===== src/rtl/countdown_timer_pkg.sv =====
// Shared definitions for the countdown timer: state encoding and default width.
package countdown_timer_pkg;

    localparam int DEFAULT_WIDTH = 8;

    localparam logic [1:0] ST_IDLE = 2'd0;
    localparam logic [1:0] ST_RUN  = 2'd1;
    localparam logic [1:0] ST_DONE = 2'd2;

    typedef enum logic [1:0] {
        S_IDLE = ST_IDLE,
        S_RUN  = ST_RUN,
        S_DONE = ST_DONE
    } state_e;

endpackage


===== src/rtl/countdown_timer.sv =====
// Programmable down-counting timer with one-shot and auto-reload modes.
// Counts down on tick while running; expiry at zero emits a one-cycle tc pulse
// and either reloads (auto_reload) or parks in DONE with count held at zero.
// Per-cycle priority: load > stop > start > tick.
module countdown_timer
    import countdown_timer_pkg::*;
#(
    parameter int WIDTH = DEFAULT_WIDTH
) (
    input  logic             clk,
    input  logic             rst,
    input  logic             load,
    input  logic [WIDTH-1:0] load_val,
    input  logic             start,
    input  logic             stop,
    input  logic             tick,
    input  logic             auto_reload,
    output logic [WIDTH-1:0] count,
    output logic             tc,
    output logic             busy,
    output logic             done
);

    state_e           state_q, state_d;
    logic [WIDTH-1:0] count_q, count_d;
    logic [WIDTH-1:0] reload_q, reload_d;
    logic             tc_q, tc_d;

    // State, count, reload value and terminal-count pulse registers.
    always_ff @(posedge clk or posedge rst) begin
        if (rst) begin
            state_q  <= S_IDLE;
            count_q  <= '0;
            reload_q <= '0;
            tc_q     <= 1'b0;
        end else begin
            state_q  <= state_d;
            count_q  <= count_d;
            reload_q <= reload_d;
            tc_q     <= tc_d;
        end
    end

    // Next-state and datapath decode; load overrides everything else.
    always_comb begin
        state_d  = state_q;
        count_d  = count_q;
        reload_d = reload_q;
        tc_d     = 1'b0;

        if (load) begin
            count_d  = load_val;
            reload_d = load_val;
            state_d  = S_IDLE;
        end else begin
            unique case (state_q)
                S_IDLE: begin
                    // stop outranks start, so both together leave us idle
                    if (!stop && start) begin
                        state_d = S_RUN;
                    end
                end
                S_RUN: begin
                    if (stop) begin
                        state_d = S_IDLE;
                    end else if (tick) begin
                        if (count_q != '0) begin
                            count_d = count_q - WIDTH'(1);
                        end else begin
                            // expiry: auto_reload only matters in this cycle
                            tc_d = 1'b1;
                            if (auto_reload) begin
                                count_d = reload_q;
                            end else begin
                                state_d = S_DONE;
                            end
                        end
                    end
                end
                S_DONE: begin
                    if (!stop && start) begin
                        count_d = reload_q;
                        state_d = S_RUN;
                    end
                end
                default: begin
                    state_d = S_IDLE;
                end
            endcase
        end
    end

    assign count = count_q;
    assign tc    = tc_q;
    assign busy  = (state_q == S_RUN);
    assign done  = (state_q == S_DONE);

endmodule


===== config.mk =====
export PLATFORM = sky130hd
export DESIGN_NAME = countdown_timer
export DESIGN_NICKNAME = d
export VERILOG_FILES = /design/src/rtl/countdown_timer_pkg.sv /design/src/rtl/countdown_timer.sv
export SDC_FILE = /design/constraint.sdc
export NUM_CORES = 1
export LEC_CHECK = 0
export CORE_MARGIN = 2
export CORE_UTILIZATION = 30
export DETAILED_ROUTE_END_ITERATION = 12
export PLACE_DENSITY = 0.53
export SLEW_MARGIN = 20
export SYNTH_ARGS = -nofsm -noshare
export SYNTH_HDL_FRONTEND = slang
export SYNTH_SLANG_ARGS = --single-unit

===== constraint.sdc =====
create_clock -name clk -period 6.61 [get_ports clk]
set_clock_uncertainty 0.2 [all_clocks]
set_input_delay 1.6525 -clock clk [delete_from_list [all_inputs] [get_ports clk]]
set_output_delay 1.6525 -clock clk [all_outputs]
set_load 0.02 [all_outputs]

# ---- Yosys cells after proc, flatten, opt, wreduce, memory -nomap -nowiden
# Cells that the tools add are included.
dict set report word_totals {
  latch_bits 0
  n_memories 0
  regBits 19
  rom_bits 0
  mem_bits_rw 0
}
dict set report op_classes {
  bitwise 0
  magnitude_cmp 0
  shifts 0
  n_reduce_logical 8
  n_mul 0
  add_sub_neg 1
  mux 19
  div_mod_pow 0
  eq_ne 10
}
# operator count
set ops {}
lappend ops {{two-way mux 8 bit} 6}
lappend ops {{one-hot mux 8 bit (2 select lines)} 1}
lappend ops {{two-way mux 2 bit} 6}
lappend ops {{!= test 4 bit (second input constant)} 3}
lappend ops {{nonzero test 8 bit} 1}
lappend ops {{subtractor 8 x 1 -> 8 bit (second input constant)} 1}
lappend ops {{!= test 3 bit (second input constant)} 2}
lappend ops {{two-way mux 1 bit} 5}
lappend ops {{AND reduction 5 bit} 1}
lappend ops {{!= test 4 x 3 -> 1 bit (second input constant)} 1}
lappend ops {{one-hot mux 2 bit (2 select lines)} 1}
lappend ops {{AND reduction 4 bit} 1}
lappend ops {{!= test 3 x 1 -> 1 bit (second input constant)} 1}
lappend ops {{!= test 3 x 2 -> 1 bit (second input constant)} 1}
lappend ops {{nonzero test 3 bit} 1}
lappend ops {{== test 2 x 1 -> 1 bit (second input constant)} 1}
lappend ops {{== test 2 bit (second input constant)} 1}
lappend ops {{logical NOT 2 bit} 1}
lappend ops {{OR reduction 2 bit} 1}
lappend ops {{logical AND 1 bit} 1}
lappend ops {{logical NOT 1 bit} 1}

# ---- Depth between registers and ports, before layout
# Gate-level depths: netlist (run 1).
dict set report logic_depth {
  word_depth 6
  depth_mapped 8
  depth_no_buf 7
}

# ---- Least setup slack after synthesis (run 1)
# No wires, ideal clock.
dict set report synth_path {
  path_kind {input to register}
  startpoint {input stop}
  endpoint {register count_q[2] (netlist: count[2])}
  path_stages 6
  t_required_ps 6291
  setup_time_ps 119
  slack_ps 3587
  t_arrival_ps 2704
  path_cell_list {nand2b_1 -> o311a_1 -> a31oi_2 -> buf_4 -> o211ai_2 -> o21a_1}
}
dict set report synth_between {
  elab_chain_cells 4
  word_cells_on_any_way 5
  cone_classes {eq/ne: 2; reduce/logical: 3}
}
# item line
set synth_rtl {}
lappend synth_rtl {{start: declaration} countdown_timer.sv:15} ;# input logic stop,
lappend synth_rtl {{logical NOT 1 bit} countdown_timer.sv:81} ;# if (!stop && start) begin
lappend synth_rtl {{logical AND 1 bit} countdown_timer.sv:81}
lappend synth_rtl {{!= test 3 x 2 -> 1 bit (no line)} --}
lappend synth_rtl {{AND reduction 5 bit (no line) (*)} --}
lappend synth_rtl {{end signal: assignment} countdown_timer.sv:38} ;# count_q <= count_d;
lappend synth_rtl {{end: declaration} countdown_timer.sv:25} ;# logic [WIDTH-1:0] count_q, count_d;
# Mark *: on every way between the ends. The rest lies on a longest branch, timed or not.
# A chain may end at the register's enable or synchronous reset.

# ---- Worst setup path in the final report (run 1)
dict set report layout_path {
  startpoint {input load}
  endpoint {register count_q[3] (netlist: count[3])}
}
dict set report layout_between {
  elab_chain_cells 2
  word_cells_on_any_way 7
  cone_classes {eq/ne: 4; mux: 1; reduce/logical: 2}
}
# item line
set layout_rtl {}
lappend layout_rtl {{start: declaration} countdown_timer.sv:12} ;# input logic load,
lappend layout_rtl {{!= test 4 x 3 -> 1 bit (no line) (tied with other cells)} --}
lappend layout_rtl {{AND reduction 5 bit (no line)} --}
# Several ways; a longest one is shown, not always the timed one.

==> results of run 1 <==
[placed cells by master, fill, tap and decap left out, types with 2 or more instances in the layout]
cell type	synthesis	final
nand2_1	12	12
o31ai_1	2	2
ha_1	2	2
nor3_1	5	5
a31oi_1	3	3
dfrtp_1	19	19
inv_1	13	13
a22o_1	2	2
o21ai_0	11	11
nor2_1	4	4
clkbuf_8	0	3
nand3_1	2	2
clkdlybuf4s50_1	0	25
a21oi_1	6	6
nand2b_1	3	3
[through the flow]
step | utilization (%) | cell area, µm²
after floorplan | - | 1140
after global routing | 40.1 | 1470
after detailed placement | 38.9 | 1420
final | 40.1 | 1470
after global placement | 38.9 | 1420
after CTS | 40.1 | 1470
[logic make-up (layout without fill, tap and decap cells)]
logic type               count (synthesis)  in the layout  synth area share, %
AO/OA/AOI/OAI                           41             41                 26.3
XOR/XNOR                                 1              1                0.770
adder cells (fa/ha/maj)                  2              2                 2.20
buffers and inverters                   19             43                 6.82
flip-flops                              19             19                 41.8
multiplexers                             2              2                 1.87
AND/OR/NAND/NOR                         38             38                 20.2
[worst paths after layout]
kind,to,depth (start not counted),start,slack (ns)
setup / recovery,count[3]$_DFFE_PP0P_,6,load,2.16
hold / removal,reload_q[5]$_DFFE_PP0P_,2,reload_q[5]$_DFFE_PP0P_,0.33
setup reg to reg,count[3]$_DFFE_PP0P_,7,count[0]$_DFFE_PP0P_,4.07
hold reg to reg,reload_q[5]$_DFFE_PP0P_,2,reload_q[5]$_DFFE_PP0P_,0.33
max in group asynchronous,reload_q[7]$_DFFE_PP0P_,2,rst,4.12
min in group asynchronous,reload_q[3]$_DFFE_PP0P_,2,rst,1.62
[power by group through the flow]
stage / sequential, mW / combinational (mW) / clock (mW)
floorplan: 0.155 / 0.0506 / 0
global placement: 0.151 / 0.0927 / 0
detailed placement: 0.151 / 0.0937 / 0
CTS: 0.149 / 0.0941 / 0.0851
global route: 0.152 / 0.103 / 0.0895
finish: 0.149 / 0.0927 / 0.0826
[worst min-delay path: cells and delay by family (launching register included)]
| family | cells | cell delay (ns) |
|---|---|---|
| AO/OA/AOI/OAI | 1 | 0.06 |
| flip-flops | 1 | 0.38 |
| buffers and inverters | 1 | 0.05 |
[final cells by class]
cell class	count	area [µm²]	area share [%]
Clock buffer	4	45.0	3.07
Inverter	14	52.6	3.58
Multi-Input combinational cell	84	584	39.8
Sequential cell	19	475	32.4
Tap cell	48	60.1	4.09
Timing Repair Buffer	25	250	17.1
[sequential cells by signal, indices dropped and copies added, names as in the netlist]
register	count
reload_q	8
state_q	2
count	8
tc	1
[layer usage]
layer | global-route usage [%] | share of wire, % | wire (µm) | vias up
li1 | - | - | - | 496
met1 | 19.0 | 48 | 1340 | 503
met2 | 23.1 | 48 | 1330 | 23
met3 | 2.23 | 3.3 | 92 | 2
met4 | 3.13 | 0.29 | 8 | 0
met5 | 0 | 0 | 0 | -
==> results.sh, run 1 <==
export IMPL_die_w_um=65.6
export IMPL_diodes=0
export IMPL_pre_cts_ws_ns=1.94
export IMPL_fmax_mhz=225
export IMPL_cp_max_fo=26
export IMPL_syn_inst=122
export IMPL_switchingPower_mw=0.106
export IMPL_synth_most_common_cell="dfrtp_1"
export IMPL_ant_nets=0
export IMPL_place_inst=190
export IMPL_grt_pass1_vias=982
export IMPL_drive_gt1_share_pct=10.3
export IMPL_clkPwrFrac_pct=25.4
export IMPL_ys_warn_count=0
export IMPL_initial_core_util_pct=31.1
export IMPL_hold_violations=0
export IMPL_crit_path_end_kind="register"
export IMPL_clkSinkCount=19
export IMPL_slew_violations=0
export IMPL_drt_first_iter_violations=38
export IMPL_fin_setup_tns_ns=0
export IMPL_synth_edf_count=0
export IMPL_sw_frac_of_total_pct=32.7
export IMPL_cap_violations=0
export IMPL_synth_common_cells="dfrtp_1 (19), inv_1 (13), nand2_1 (12)"
export IMPL_synthToLayoutAreaGrowth_pct=29.0
export IMPL_slowest_stage="clkdlybuf4s50_1"
export IMPL_vdd_ir_drop_max_mv=0.0898
export IMPL_synth_area_per_cell_um2=9.32
export IMPL_internal_power_mw=0.219
export IMPL_finalPower_mw=0.325
export IMPL_fin_crit_sh_pct=67.3
export IMPL_maxSlewHeadroom_pct=38.3
export IMPL_seq_power_share_pct=46.0
export IMPL_slowest_delay_ns=1.07
export IMPL_drc=0
export IMPL_worst_pin_slew_ns=0.923
export IMPL_cts_buffers=3
export IMPL_viasPerCell=5.28
export IMPL_worstPathArrival_ns=4.39
export IMPL_p_comb_share_pct=28.6
export IMPL_synth_largest_area_cell="dfrtp_1"
export IMPL_post_cts_buffers=0
export IMPL_ys_seq_elements=19
export IMPL_critPathRequiredTime_ns=6.55
export IMPL_coreArea_um2=3660
export IMPL_setup_ws_ns=2.16
export IMPL_grt_start_max_net_pins=27
export IMPL_wirelength_um=2780
export IMPL_final_nets=164
export IMPL_via_count=1024
export IMPL_clockBufferDepth=2
export IMPL_htree_levels=1
export IMPL_fin_cells=194
export IMPL_period_minus_slack_ns=4.45
export IMPL_async_reset_ff_share_pct=100
export IMPL_num_io_pins=26
export IMPL_post_synth_instance_area_um2=1140
export IMPL_clkTransAtPathRegs_ns=0.07
export IMPL_io_buffers=25
export IMPL_synth_top_area_share_pct=41.8
export IMPL_dieArea_um2=4300
export IMPL_dpl_hpwl_um=2020
export IMPL_holdWs_ns=0.332
export IMPL_antenna_found_initial=0
export IMPL_gp_congestion=0.774
export IMPL_synth_top_cells_by_area="dfrtp_1 (42%), o21ai_0 (4.8%), inv_1 (4.3%), nand2_1 (4.0%), a21oi_1 (2.6%)"
export IMPL_crit_chain="clkdlybuf4s50_1 -> inv_1 -> o311a_1 -> a31oi_2 -> o31ai_1 -> a22o_1"
export IMPL_wl_per_cell_um=14.3
export IMPL_outcome="complete, no violations"
export IMPL_grt_overflow_total=0
export IMPL_critPathBufInv=2
export IMPL_synth_nets=139
export IMPL_row_count=22
export IMPL_clkLatencyLatePin_ns=0.26
export IMPL_power_leakage_nw=0.611
export IMPL_yosys_cell_types_count=50
export IMPL_post_cts_resize_count=0
export IMPL_ctsHoldBuffers=0
export IMPL_cts_root_buffer="clkbuf_8"
export IMPL_cts_tree="done"
export IMPL_rsz0062_at_grt="no"
export IMPL_dieHeight_um=65.6
export IMPL_yosysSeqAreaShare_pct=41.8
export IMPL_hp_class="reg2reg"
export IMPL_synthFlopType="dfrtp_1"
export IMPL_first_pass_iters=4
export IMPL_pwr_density_cell_nw_per_um2=221
export IMPL_critical_path_top_delay_family="buffers and inverters"
export IMPL_grtUsageTotal_pct=13.9
export IMPL_crit_path_start_kind="input pin"
export IMPL_setup_viol=0
export IMPL_path_class="in2reg"
export IMPL_grt_pass1_wl_um=4670
export IMPL_n_fill_cell=378
Note: power is estimated with default switching activity, not from simulation.
==> inputs of run 2 (changes only) <==
==> constraint.sdc (replaced) <==
create_clock -name clk -period 4.3 [get_ports clk]
set_clock_uncertainty 0.2 [all_clocks]
set_input_delay 1.075 -clock clk [delete_from_list [all_inputs] [get_ports clk]]
set_output_delay 1.075 -clock clk [all_outputs]
set_load 0.02 [all_outputs]
==> run 2 against run 1 <==
Against the previous run:
- combinational power grew 53%
- total power grew 53%
- highest routed layer unchanged
- cell count grew 0.52%
- count of clock-buffer cells in the layout shrank 1
- non-clock buffer count grew 1
- worst setup slack lost 1.0 ns
- flip-flop and latch count is the same
- critical endpoint unchanged
- wire length shrank 1.9%
==> results.sh, run 2 (synthesis gave the netlist of run 1 again) <==
export IMPL_grtUsageTotal_pct=14.3
export IMPL_htree_levels=1
export IMPL_hold_violations=0
export IMPL_slew_violations=0
export IMPL_multi_input_area_um2=584
export IMPL_antenna_found_initial=0
export IMPL_holdWs_ns=0.326
export IMPL_post_cts_buffers=0
export IMPL_dpl_hpwl_um=1990
export IMPL_cp_max_fo=16
export IMPL_path_class="in2reg"
export IMPL_grt_overflow_total=0
export IMPL_layout_common_cells="clkdlybuf4s50_1 (25), dfrtp_1 (19), inv_1 (13)"
export IMPL_place_inst=191
export IMPL_seq_power_share_pct=46.1
export IMPL_wl_per_cell_um=14.0
export IMPL_gp_congestion=0.724
export IMPL_dieArea_um2=4300
export IMPL_final_common_cell="clkdlybuf4s50_1"
export IMPL_power_leakage_nw=0.619
export IMPL_drt_first_iter_violations=34
export IMPL_grt_start_max_net_pins=26
export IMPL_seq_area_um2=475
export IMPL_fmax_mhz=319
export IMPL_grt_pass1_vias=1025
export IMPL_critPathRequiredTime_ns=4.25
export IMPL_clkSinkCount=19
export IMPL_outcome="complete, no violations"
export IMPL_row_count=22
export IMPL_num_io_pins=26
export IMPL_n_fill_cell=374
export IMPL_grt_pass1_wl_um=4810
export IMPL_via_count=1022
export IMPL_maxSlewHeadroom_pct=44.3
export IMPL_io_buffers=25
export IMPL_clkPwrFrac_pct=25.3
export IMPL_cts_tree="done"
export IMPL_clkLatencyLatePin_ns=0.26
export IMPL_internal_power_mw=0.335
export IMPL_worstPathArrival_ns=3.09
export IMPL_hp_class="reg2reg"
export IMPL_viasPerCell=5.24
export IMPL_synthToLayoutAreaGrowth_pct=29.8
export IMPL_period_minus_slack_ns=3.14
export IMPL_sw_frac_of_total_pct=32.6
export IMPL_die_w_um=65.6
export IMPL_fin_setup_tns_ns=0
export IMPL_fin_cells=195
export IMPL_cap_violations=0
export IMPL_ctsHoldBuffers=0
export IMPL_crit_path_end_kind="register"
export IMPL_finish_utilization_pct=40.3
export IMPL_rsz0062_at_grt="no"
export IMPL_p_comb_share_pct=28.6
export IMPL_dieHeight_um=65.6
export IMPL_drive_gt1_share_pct=11.6
export IMPL_switchingPower_mw=0.162
export IMPL_setup_viol=0
export IMPL_cts_root_buffer="clkbuf_8"
export IMPL_initial_core_util_pct=31.1
export IMPL_clockBufferDepth=2
export IMPL_coreArea_um2=3660
export IMPL_clkTransAtPathRegs_ns=0.08
export IMPL_worst_pin_slew_ns=0.832
export IMPL_cts_buffers=3
export IMPL_vdd_ir_drop_max_mv=0.205
export IMPL_drc=0
export IMPL_ant_nets=0
export IMPL_post_cts_resize_count=0
export IMPL_pwr_density_cell_nw_per_um2=336
export IMPL_diodes=0
export IMPL_fin_crit_sh_pct=72.9
export IMPL_crit_path_start_kind="input pin"
export IMPL_final_nets=165
export IMPL_wirelength_um=2720
export IMPL_first_pass_iters=4
-- run 2: cell types whose count changed in the layout (fill, tap and decap cells not counted), sizes merged --
cell and delta:
clkbuf -1, clkinv +1, buf +1
-- run 2: layer usage --
metal,global-route usage [%],routed length (µm)
met3,3.77,100
met5,0,0
met2,24.7,1320
met4,2.60,13
met1,18.1,1290
-- run 2: power by group through the flow --
stage	clock network, mW	registers [mW]	logic (mW)
finish	0.126	0.229	0.142
global route	0.139	0.235	0.157
CTS	0.129	0.229	0.144
detailed placement	0	0.233	0.144
global placement	0	0.231	0.141
floorplan	0	0.238	0.0778
-- run 2: critical path, stage by stage --
cell	delay, ns
clkdlybuf4s50_1	0.45
nand2b_1	0.17
o311a_1	0.30
a31oi_2	0.67
o31ai_1	0.17
a22o_1	0.26
-- run 2: layout make-up --
class	instances	share of cell area, %
multi-input combinational	84	39.6
sequential	19	32.2
timing repair buffer	26	17.5
tap	48	4.07
inverter	14	3.56
clock buffer	3	2.80
clock inverter	1	0.339
-- run 2: final timing paths --
kind / cells past startpoint / end / slack, ns / startpoint
max: 6 / count[3]$_DFFE_PP0P_ / 1.16 / stop
min: 2 / reload_q[5]$_DFFE_PP0P_ / 0.33 / reload_q[5]$_DFFE_PP0P_
max reg2reg: 7 / count[3]$_DFFE_PP0P_ / 1.75 / count[0]$_DFFE_PP0P_
min reg2reg: 2 / reload_q[5]$_DFFE_PP0P_ / 0.33 / reload_q[5]$_DFFE_PP0P_
max in group asynchronous: 2 / count[7]$_DFFE_PP0P_ / 2.40 / rst
min in group asynchronous: 2 / reload_q[3]$_DFFE_PP0P_ / 1.03 / rst
-- run 2: stage by stage --
| step | instance area [µm²] | total power, mW | worst slack (ns) |
|---|---|---|---|
| floorplan | 1140 | 0.316 | 1.85 |
| CTS | 1480 | 0.503 | 1.17 |
| detailed placement | 1430 | 0.376 | 0.887 |
| global placement | 1430 | 0.373 | 0.972 |
| global route | 1480 | 0.530 | 1.05 |
| finish | 1480 | 0.497 | 1.16 |
==> inputs of run 3 (changes only) <==
==> constraint.sdc (replaced) <==
create_clock -name clk -period 3.05 [get_ports clk]
set_clock_uncertainty 0.2 [all_clocks]
set_input_delay 0.7625 -clock clk [delete_from_list [all_inputs] [get_ports clk]]
set_output_delay 0.7625 -clock clk [all_outputs]
set_load 0.02 [all_outputs]
==> run 3 against run 2 <==
Against the previous run:
- first-iteration DRC count grew 24%
- total power grew 42%
- sequential share of layout area shrank 0.16 points
- die area is the same
- utilization grew 0.21 points
- cell count grew 0.51%
==> results.sh, run 3 (synthesis gave the netlist of run 1 again) <==
export IMPL_path_class="reg2out"
export IMPL_setup_ws_ns=0.381
export IMPL_cap_violations=0
export IMPL_dieArea_um2=4300
export IMPL_clkTransAtPathRegs_ns=0.08
export IMPL_period_minus_slack_ns=2.67
export IMPL_power_leakage_nw=0.623
export IMPL_io_buffers=25
export IMPL_drt_first_iter_violations=42
export IMPL_initial_core_util_pct=31.1
export IMPL_hp_class="reg2reg"
export IMPL_setup_viol=0
export IMPL_viasPerCell=5.16
export IMPL_dpl_hpwl_um=1940
export IMPL_clkLatencyLatePin_ns=0.26
export IMPL_crit_path_start_kind="register"
export IMPL_wirelength_um=2670
export IMPL_rsz0062_at_grt="no"
export IMPL_critPathRequiredTime_ns=2.09
export IMPL_num_io_pins=26
export IMPL_post_cts_resize_count=0
export IMPL_cts_tree="done"
export IMPL_maxSlewHeadroom_pct=49.9
export IMPL_coreArea_um2=3660
export IMPL_die_w_um=65.6
export IMPL_fmax_mhz=375
export IMPL_grt_pass1_wl_um=4690
export IMPL_htree_levels=1
export IMPL_antenna_found_initial=0
export IMPL_cts_root_buffer="clkbuf_8"
export IMPL_ant_nets=0
export IMPL_outcome="complete, no violations"
export IMPL_fin_crit_sh_pct=87.5
export IMPL_vdd_ir_drop_max_mv=0.205
export IMPL_hold_depth=2
export IMPL_wl_per_cell_um=13.6
export IMPL_grtUsageTotal_pct=14.0
export IMPL_final_common_cell="clkdlybuf4s50_1"
export IMPL_crit_chain="nand2b_1 -> inv_2 -> clkdlybuf4s50_1"
export IMPL_clkSinkCount=19
export IMPL_grt_overflow_total=0
export IMPL_hold_violations=0
export IMPL_drive_gt1_share_pct=12.2
export IMPL_final_nets=166
export IMPL_cts_buffers=3
export IMPL_slew_violations=0
export IMPL_reg2regPathDepth=7
export IMPL_diodes=0
export IMPL_row_count=22
export IMPL_grt_start_max_net_pins=25
export IMPL_grt_pass1_vias=988
export IMPL_ctsHoldBuffers=0
export IMPL_slowest_delay_ns=0.61
export IMPL_dieHeight_um=65.6
export IMPL_post_cts_buffers=0
export IMPL_pre_cts_ws_ns=0.362
export IMPL_gp_congestion=0.693
export IMPL_cp_max_fo=6
export IMPL_clockBufferDepth=2
export IMPL_pwr_density_cell_nw_per_um2=475
export IMPL_via_count=1012
export IMPL_fin_setup_tns_ns=0
export IMPL_synthToLayoutAreaGrowth_pct=30.5
export IMPL_first_pass_iters=4
export IMPL_crit_path_end_kind="output pin"
export IMPL_worst_pin_slew_ns=0.750
export IMPL_slowest_stage="clkdlybuf4s50_1"
export IMPL_layout_common_cells="clkdlybuf4s50_1 (25), dfrtp_1 (19), inv_1 (13)"
export IMPL_drc=0
export IMPL_worstPathArrival_ns=1.71
[run 3: changes by cell type in the layout (fill, tap and decap cells not counted), sizes merged]
cell,previous run,this run
buf,1,2
[run 3: cell type report]
cell class / instances / area (µm²)
fillers: 371 / 2180
multi-input cells: 84 / 584
flip-flops and latches: 19 / 475
repair buffers: 27 / 265
well taps: 48 / 60.1
inverters: 14 / 52.6
clock buffers: 3 / 41.3
clock inverters: 1 / 5.00
[run 3: worst max-delay path: cells and delay by family (launching register included)]
kind	cells	cell delay, ns
buffers and inverters	2	0.75
AND/OR/NAND/NOR	1	0.28
flip-flops	1	0.42
[run 3: path summary, 6_finish.rpt]
check	from	end	slack (ns)
setup / recovery	state_q[0]$_DFFE_PP0P_	done	0.38
hold / removal	reload_q[5]$_DFFE_PP0P_	reload_q[5]$_DFFE_PP0P_	0.33
setup reg to reg	count[0]$_DFFE_PP0P_	count[0]$_DFFE_PP0P_	0.69
hold reg to reg	reload_q[5]$_DFFE_PP0P_	reload_q[5]$_DFFE_PP0P_	0.33
max in group asynchronous	rst	count[6]$_DFFE_PP0P_	1.45
min in group asynchronous	rst	reload_q[1]$_DFFE_PP0P_	0.73
[run 3: routing by layer]
metal	global-route usage [%]	up-vias	share of wire, %	routed length [µm]
met3	2.05	2	3.5	94
met4	4.95	0	0.56	15
met1	19.2	486	50	1330
li1	-	503	-	-
met5	0	-	0	0
met2	22.4	21	46	1230
[run 3: report_power, final]
part / internal (mW) / total (mW) / switching [mW]
logic: 0.102 / 0.201 / 0.0986
clock network: 0.0908 / 0.181 / 0.0901
registers: 0.280 / 0.323 / 0.0438
[run 3: per-stage QoR]
stage                     area, µm²  utilization [%]  instances  hold slack (ns)  total power, mW
after global routing           1480             40.5        196            0.341            0.754
after CTS                      1480             40.5        196            0.331            0.710
after detailed placement       1440             39.3        192            0.318            0.531
after floorplan                1140                -        122            0.291            0.446
final                          1480             40.5        196            0.331            0.705
after global placement         1440             39.3        192            0.309            0.527
